$ cat config.mk
export PLATFORM = sky130hd
export DESIGN_NAME = audio_clkgen
export DESIGN_NICKNAME = d
export VERILOG_FILES = /design/src/rtl/audio_clkgen.sv
export SDC_FILE = /design/constraint.sdc
export NUM_CORES = 1
export LEC_CHECK = 0
export CORE_MARGIN = 2
export CORE_UTILIZATION = 25
export CTS_CLUSTER_DIAMETER = 200
export DETAILED_ROUTE_END_ITERATION = 8
export PLACE_DENSITY = 0.52
export SYNTH_ARGS = -nofsm -noshare
export SYNTH_HDL_FRONTEND = slang
export SYNTH_SLANG_ARGS = --single-unit
$ cat constraint.sdc
create_clock -name clk -period 3.45 [get_ports clk]
set_input_delay 0.69 -clock clk [delete_from_list [all_inputs] [get_ports clk]]
set_output_delay 0.69 -clock clk [all_outputs]
set_load 0.005 [all_outputs]
$ cat src/rtl/audio_clkgen.sv
// audio_clkgen: phase-locked I2S MCLK/SCLK/LRCK generator with clk-domain frame_start/bit_tick strobes
// Defining AUDIO_CLKGEN_FRAME_CNT_EN adds a 32-bit frame_cnt output.
module audio_clkgen #(
  parameter int MCLK_HALF = 4,
  parameter int BITS_PER_CH = 32
) (
  input  logic clk,
  input  logic rst_n,
  input  logic en,
  input  logic [1:0] mode,
  output logic mclk,
  output logic sclk,
  output logic lrck,
  output logic frame_start,
  output logic bit_tick,
  output logic [$clog2(2*BITS_PER_CH)-1:0] bit_idx
`ifdef AUDIO_CLKGEN_FRAME_CNT_EN
  ,
  output logic [31:0] frame_cnt
`endif
);
  localparam int IW = $clog2(2*BITS_PER_CH);
  localparam int PW = MCLK_HALF > 1 ? $clog2(MCLK_HALF) : 1;
  localparam logic [PW-1:0] P_LAST = PW'(MCLK_HALF - 1);
  localparam logic [IW-1:0] IDX_LAST = IW'(2*BITS_PER_CH - 1);
  typedef enum logic {IDLE, RUN} state_t;
  state_t state_q, state_d;
  logic [PW-1:0] p_q, p_d;
  logic [9:0] s_q, s_d, ratio_q, ratio_d, s_last;
  logic mclk_q, mclk_d, sclk_q, sclk_d, lrck_q, lrck_d;
  logic frame_start_q, frame_start_d, bit_tick_q, bit_tick_d;
  logic [IW-1:0] bit_idx_q, bit_idx_d;
  logic half, swrap, fall, wrap;
  function automatic logic [9:0] ratio_of(input logic [1:0] m);
    return m == 2'd1 ? 10'd384 : m == 2'd2 ? 10'd512 : 10'd256;
  endfunction
  // One counter chain p -> s -> bit_idx keeps mclk, sclk and lrck phase-locked.
  always_comb begin
    s_last = (ratio_q >> IW) - 10'd1;
    half = p_q == P_LAST;
    swrap = half && s_q == s_last;
    fall = swrap && sclk_q;
    wrap = fall && bit_idx_q == IDX_LAST;
    state_d = state_q;
    ratio_d = ratio_q;
    p_d = '0;
    s_d = '0;
    mclk_d = 1'b0;
    sclk_d = 1'b0;
    bit_idx_d = '0;
    frame_start_d = 1'b0;
    bit_tick_d = 1'b0;
    if (state_q == IDLE) begin
      if (en) begin
        state_d = RUN;
        ratio_d = ratio_of(mode);
        frame_start_d = 1'b1;
      end
    end else if (!en) begin
      state_d = IDLE;
    end else begin
      p_d = half ? '0 : p_q + 1'b1;
      s_d = swrap ? '0 : half ? s_q + 10'd1 : s_q;
      mclk_d = mclk_q ^ half;
      sclk_d = sclk_q ^ swrap;
      bit_idx_d = wrap ? '0 : bit_idx_q + IW'(fall);
      bit_tick_d = fall;
      frame_start_d = wrap;
      ratio_d = wrap ? ratio_of(mode) : ratio_q;
    end
    lrck_d = bit_idx_d[IW-1];
  end
  always_ff @(posedge clk or negedge rst_n) begin
    if (!rst_n) begin
      state_q <= IDLE;
      ratio_q <= 10'd256;
      p_q <= '0;
      s_q <= '0;
      mclk_q <= 1'b0;
      sclk_q <= 1'b0;
      lrck_q <= 1'b0;
      bit_idx_q <= '0;
      frame_start_q <= 1'b0;
      bit_tick_q <= 1'b0;
    end else begin
      state_q <= state_d;
      ratio_q <= ratio_d;
      p_q <= p_d;
      s_q <= s_d;
      mclk_q <= mclk_d;
      sclk_q <= sclk_d;
      lrck_q <= lrck_d;
      bit_idx_q <= bit_idx_d;
      frame_start_q <= frame_start_d;
      bit_tick_q <= bit_tick_d;
    end
  end
  assign mclk = mclk_q;
  assign sclk = sclk_q;
  assign lrck = lrck_q;
  assign frame_start = frame_start_q;
  assign bit_tick = bit_tick_q;
  assign bit_idx = bit_idx_q;
`ifdef AUDIO_CLKGEN_FRAME_CNT_EN
  logic [31:0] frame_cnt_q, frame_cnt_d;
  // The frame_start on entering RUN is not counted; only boundary wraps are.
  always_comb frame_cnt_d = (state_q == RUN && en) ? frame_cnt_q + 32'(wrap) : '0;
  always_ff @(posedge clk or negedge rst_n) begin
    if (!rst_n) frame_cnt_q <= '0;
    else frame_cnt_q <= frame_cnt_d;
  end
  assign frame_cnt = frame_cnt_q;
`endif
endmodule

# After elaboration in Yosys (flattened, before gate mapping)
# Cells that the tools add are included.
classes:
  magnitude_cmp: 0
  bitwise_logic: 2
  n_eq_ne: 7
  n_reduce_logical: 4
  n_mux: 25
  div: 0
  add_sub_neg: 4
  n_shift: 0
  n_mul: 0
op_table:
  columns: ["op", "n"]
  rows:
  - ["$mux 10", 10]
  - ["$mux 6", 3]
  - ["$add 10x1->10 const B", 1]
  - ["$eq 10x10->1", 1]
  - ["$mux 1", 9]
  - ["$add 6x1->6", 1]
  - ["$eq 6x6->1 const B", 1]
  - ["$mux 2", 3]
  - ["$sub 4x1->5 const B", 1]
  - ["$eq 2x2->1 const B", 2]
  - ["$ne 4x2->1 const B", 1]
  - ["$logic_and 1x1->1", 3]
  - ["$add 2x1->2 const B", 1]
  - ["$eq 2x1->1 const B", 1]
  - ["$ne 2x1->1 const B", 1]
  - ["$reduce_and 2->1", 1]
  - ["$xor 1x1->1", 2]
totals:
  mem_count: 0
  latch_bits: 0
  in_bits: 5
  regBits: 34
  mem_bits_ro: 0
  output_inout_bits: 11
  ramBits: 0

# Longest topological paths before layout
depth:
  ltp_word: 8
  mapped_depth: 13
  depth_no_buf: 12

# Worst setup path before layout
# OpenSTA, ideal clock, no wires.
synth_timing:
  path_type: "register -> register"
  start: "register ratio_q[7]"
  end: "register bit_idx_q[4], in the netlist bit_idx[4]"
  slack_ps: 724
  t_arrival_ps: 2601
  stages_incl_launch_ff: 12
  period_less_slack_ps: 2726
  setup_time_ps: 125
  path_cell_list: "dfrtp_1 or3_1 or4_1 a2111o_1 buf_6 inv_1 ha_1 ha_1 ha_1 nand3_1 xor2_1 nor2_1"
synth_via:
  elab_chain_cells: 8
synth_lines:
  columns: ["item", "line", "source"]
  rows:
  - ["start, declared", "29", "logic [9:0] s_q, s_d, ratio_q, ratio_d, s_last;"]
  - ["start signal, assigned", "87", "ratio_q <= ratio_d;"]
  - ["$sub 4x1->5 *", "39", "s_last = (ratio_q >> IW) - 10'd1;"]
  - ["$eq 10x10->1 *", "41", "swrap = half && s_q == s_last;"]
  - ["$logic_and 1x1->1 *", "41", null]
  - ["$logic_and 1x1->1 *", "42", "fall = swrap && sclk_q;"]
  - ["$add 6x1->6 or $logic_and 1x1->1 (tied branches)", "66, 43", null]
  - ["$mux 6 *", "66", "bit_idx_d = wrap ? '0 : bit_idx_q + IW'(fall);"]
  - ["$mux 6 *", "59", "end else if (!en) begin"]
  - ["$mux 6 *", "53", "if (state_q == IDLE) begin"]
  - ["via bit_idx_d[4]", "32", "logic [IW-1:0] bit_idx_q, bit_idx_d;"]
  - ["end signal, assigned", "93", "bit_idx_q <= bit_idx_d;"]
  - ["end, declared", "32", null]
# The timed path passes the listed nets; every way through them passes the cells marked *.
# A chain may end at the register's enable or synchronous reset.

# Worst setup path after layout
# Ends and elaborated chain as after synthesis.

==> results.json <==
{
  "ios": 16,
  "worst-path-max-fanout": 12,
  "vias_per_cell": 4.59,
  "setup_viol": 0,
  "fin_skew_ns": 0.00632,
  "clkTransAtPathRegs_ns": 0.09,
  "place_hpwl_mm": 1.98,
  "dieHeight_um": 76.3,
  "finalHoldViolations": 0,
  "die-area_um2": 5820,
  "clkLatencyLatePin_ns": 0.28,
  "cp.required_ns": 3.61,
  "ctsHoldBuffers": 0,
  "min_path_type": "flop to flop",
  "synthCells": 131,
  "finalCriticalPeriod_ns": 2.96,
  "cap_violations": 0,
  "syn_nets": 142,
  "worst_slew_pin_slew_ns": 0.687,
  "p_leak_nw": 0.714,
  "end_kind": "flop",
  "post-route-period-util_pct": 85.7,
  "wl_per_cell_um": 12.4,
  "antenna_found_initial": 0,
  "syn_area_um2": 1310,
  "htreeDepth": 1,
  "nNetsFinal": 159,
  "vdd_drop_max_v": 0.000138,
  "port_buffers": 15,
  "gp_congestion": 0.823,
  "grt_max_degree": 27,
  "tns_ns": 0,
  "fin_ws_ns": 0.495,
  "synth_area_leader_cell": "dfrtp_1",
  "antenna_cells": 0,
  "synth_top_area_share_pct": 47.9,
  "place_ws_ns": 0.512,
  "final-max-slew-violation-count": 0,
  "clockBufferDepth": 2,
  "clock_sinks": 26,
  "core_um2": 5070,
  "seq_area_frac_synth_pct": 49.9,
  "drtAntennaViolNets": 0,
  "max_freq_mhz": 338,
  "wl_mm": 2.70,
  "n_fill_cell": 556,
  "crit_path_start_kind": "flop",
  "worstSetupPathType": "flop to flop",
  "die_width_um": 76.3,
  "areaGrowthSynthToFinish_pct": 22.1,
  "drt-initial-drc-count": 66,
  "dr.pass1.iters": 4,
  "cts_tree": "built",
  "ys_ff_latch": 26,
  "cts_resized": 0,
  "critPathArrivalTime_ns": 3.12,
  "yosysWarnings": 0,
  "num_rows": 26,
  "cts_root_buf": "clkbuf_8",
  "initial_utilization_pct": 25.7,
  "p_per_area_nw_per_um2": 388,
  "grt_usage_pct": 10.3,
  "grt_pass1_vias": 1009,
  "drc": 0,
  "ys_types": 28,
  "status": "completed",
  "drive_gt1_share_pct": 4.76,
  "synth.avg_cell_area_um2": 9.97,
  "vias": 996,
  "numCtsBuffers": 3,
  "globalRoute.totalOverflow": 0,
  "ys_top_cells_by_area": "dfrtp_1 (48%), nand3_1 (6.1%), ha_1 (5.7%)",
  "relSlewSlack_pct": 54.0,
  "rsz0062_at_grt": "no",
  "grt_pass1_wl_mm": 4.89,
  "post_cts_buffers": 0,
  "holdWs_ns": 0.452
}
[logic make-up (layout without fill, tap and decap cells)]
logic type	Yosys count	in the layout	share of synthesized area (%)
compound gates	11	11	5.56
flops	26	26	49.9
xor+xnor	12	12	8.05
fa+ha+maj	6	6	5.75
buf+inv	13	29	4.69
mux	6	6	4.69
simple gates	57	57	21.4
[path summary, 6_finish.rpt]
kind	endpoint	cells after the start	start	slack, ns
hold / removal	p_q[0]	1	p_q[0]	0.45
hold reg to reg	p_q[0]	1	p_q[0]	0.45
setup reg to reg	bit_idx[4]	10	ratio_q[7]	0.49
min in group asynchronous	s_q[7]	2	rst_n	0.77
max in group asynchronous	ratio_q[8]	2	rst_n	2.37
setup / recovery	bit_idx[4]	10	ratio_q[7]	0.49
[per-stage QoR]
| stage | instances | utilization, % | power, W | cell area [um^2] |
|---|---|---|---|---|
| after CTS | 217 | 31.4 | 0.000628 | 1600 |
| after global routing | 217 | 31.4 | 0.000653 | 1600 |
| final | 217 | 31.4 | 0.000619 | 1600 |
| after floorplan | 131 | - | 0.000350 | 1310 |
| after global placement | 213 | 30.0 | 0.000369 | 1520 |
| after detailed placement | 213 | 30.0 | 0.000371 | 1520 |
[registers in the layout, summed over array words and instances (netlist names)]
| signal | cells |
|---|---|
| mclk | 1 |
| state_q | 1 |
| sclk | 1 |
| bit_tick | 1 |
| bit_idx | 6 |
| frame_start | 1 |
| ratio_q | 3 |
| s_q | 10 |
| p_q | 2 |
[cells in the final DEF (no fill, tap or decap), drive strengths merged]
| cell type | count |
|---|---|
| dfrtp | 25 |
| nand3 | 16 |
| clkdlybuf4s50 | 15 |
| nand2 | 13 |
| nor2 | 11 |
| inv | 9 |
| and3 | 7 |
| xnor2 | 6 |
| xor2 | 6 |
| ha | 6 |
| mux2i | 5 |
| o21ai | 4 |
| a31oi | 4 |
| nand2b | 3 |
| clkbuf | 3 |
| nand4 | 2 |
| or3 | 1 |
| or4 | 1 |
| nor4 | 1 |
| a2111o | 1 |
| and4 | 1 |
| nor3 | 1 |
| o22ai | 1 |
| mux2 | 1 |
| a32o | 1 |
| bufinv | 1 |
| buf | 1 |
| dfstp | 1 |
[area by class of cell]
type	count	area, um^2	share of cell area [%]
Clock buffer	3	41.3	2.59
Timing Repair Buffer	16	158	9.88
Multi-Input combinational cell	92	593	37.2
Sequential cell	26	652	40.9
Clock inverter	1	30.0	1.88
Inverter	9	33.8	2.12
Tap cell	70	87.6	5.49
[Yosys cell counts (all sizes together)]
cell / count
dfstp: 1
and4: 1
buf: 3
nand2b: 3
nor2: 11
xnor2: 6
or4: 1
nand3: 16
a2111o: 1
dfrtp: 25
a32o: 1
nor4: 1
mux2: 1
inv: 9
nor3: 1
ha: 6
a31oi: 4
or3: 1
clkbuf: 1
nand2: 13
xor2: 6
o22ai: 1
o21ai: 4
mux2i: 5
nand4: 2
and3: 7
[power breakdown]
part / switching [W] / leakage (nW) / internal [W] / total (W)
registers: 0.00000533 / 0.353 / 0.000313 / 0.000318
clock network: 0.000101 / 0.0357 / 0.000155 / 0.000256
logic: 0.0000234 / 0.325 / 0.0000217 / 0.0000450
total: 0.000130 / 0.714 / 0.000490 / 0.000619
[critical path: stages (launching register included)]
cell      delay [ns]
dfrtp_1         0.41
or3_1           0.37
or4_1           0.53
a2111o_1        0.54
inv_1           0.12
ha_1            0.19
ha_1            0.21
ha_1            0.20
nand3_1         0.09
xor2_1          0.15
nor2_1          0.05
[routing by layer]
| metal | share of wire (%) | global-route usage (%) | up-vias |
|---|---|---|---|
| met2 | 48 | 17.3 | 25 |
| met3 | 3.9 | 1.78 | 5 |
| met5 | 0 | 0 | - |
| met1 | 46 | 13.0 | 480 |
| met4 | 1.6 | 4.36 | 0 |
| li1 | - | - | 486 |
Note: power is estimated with default switching activity, not from simulation.
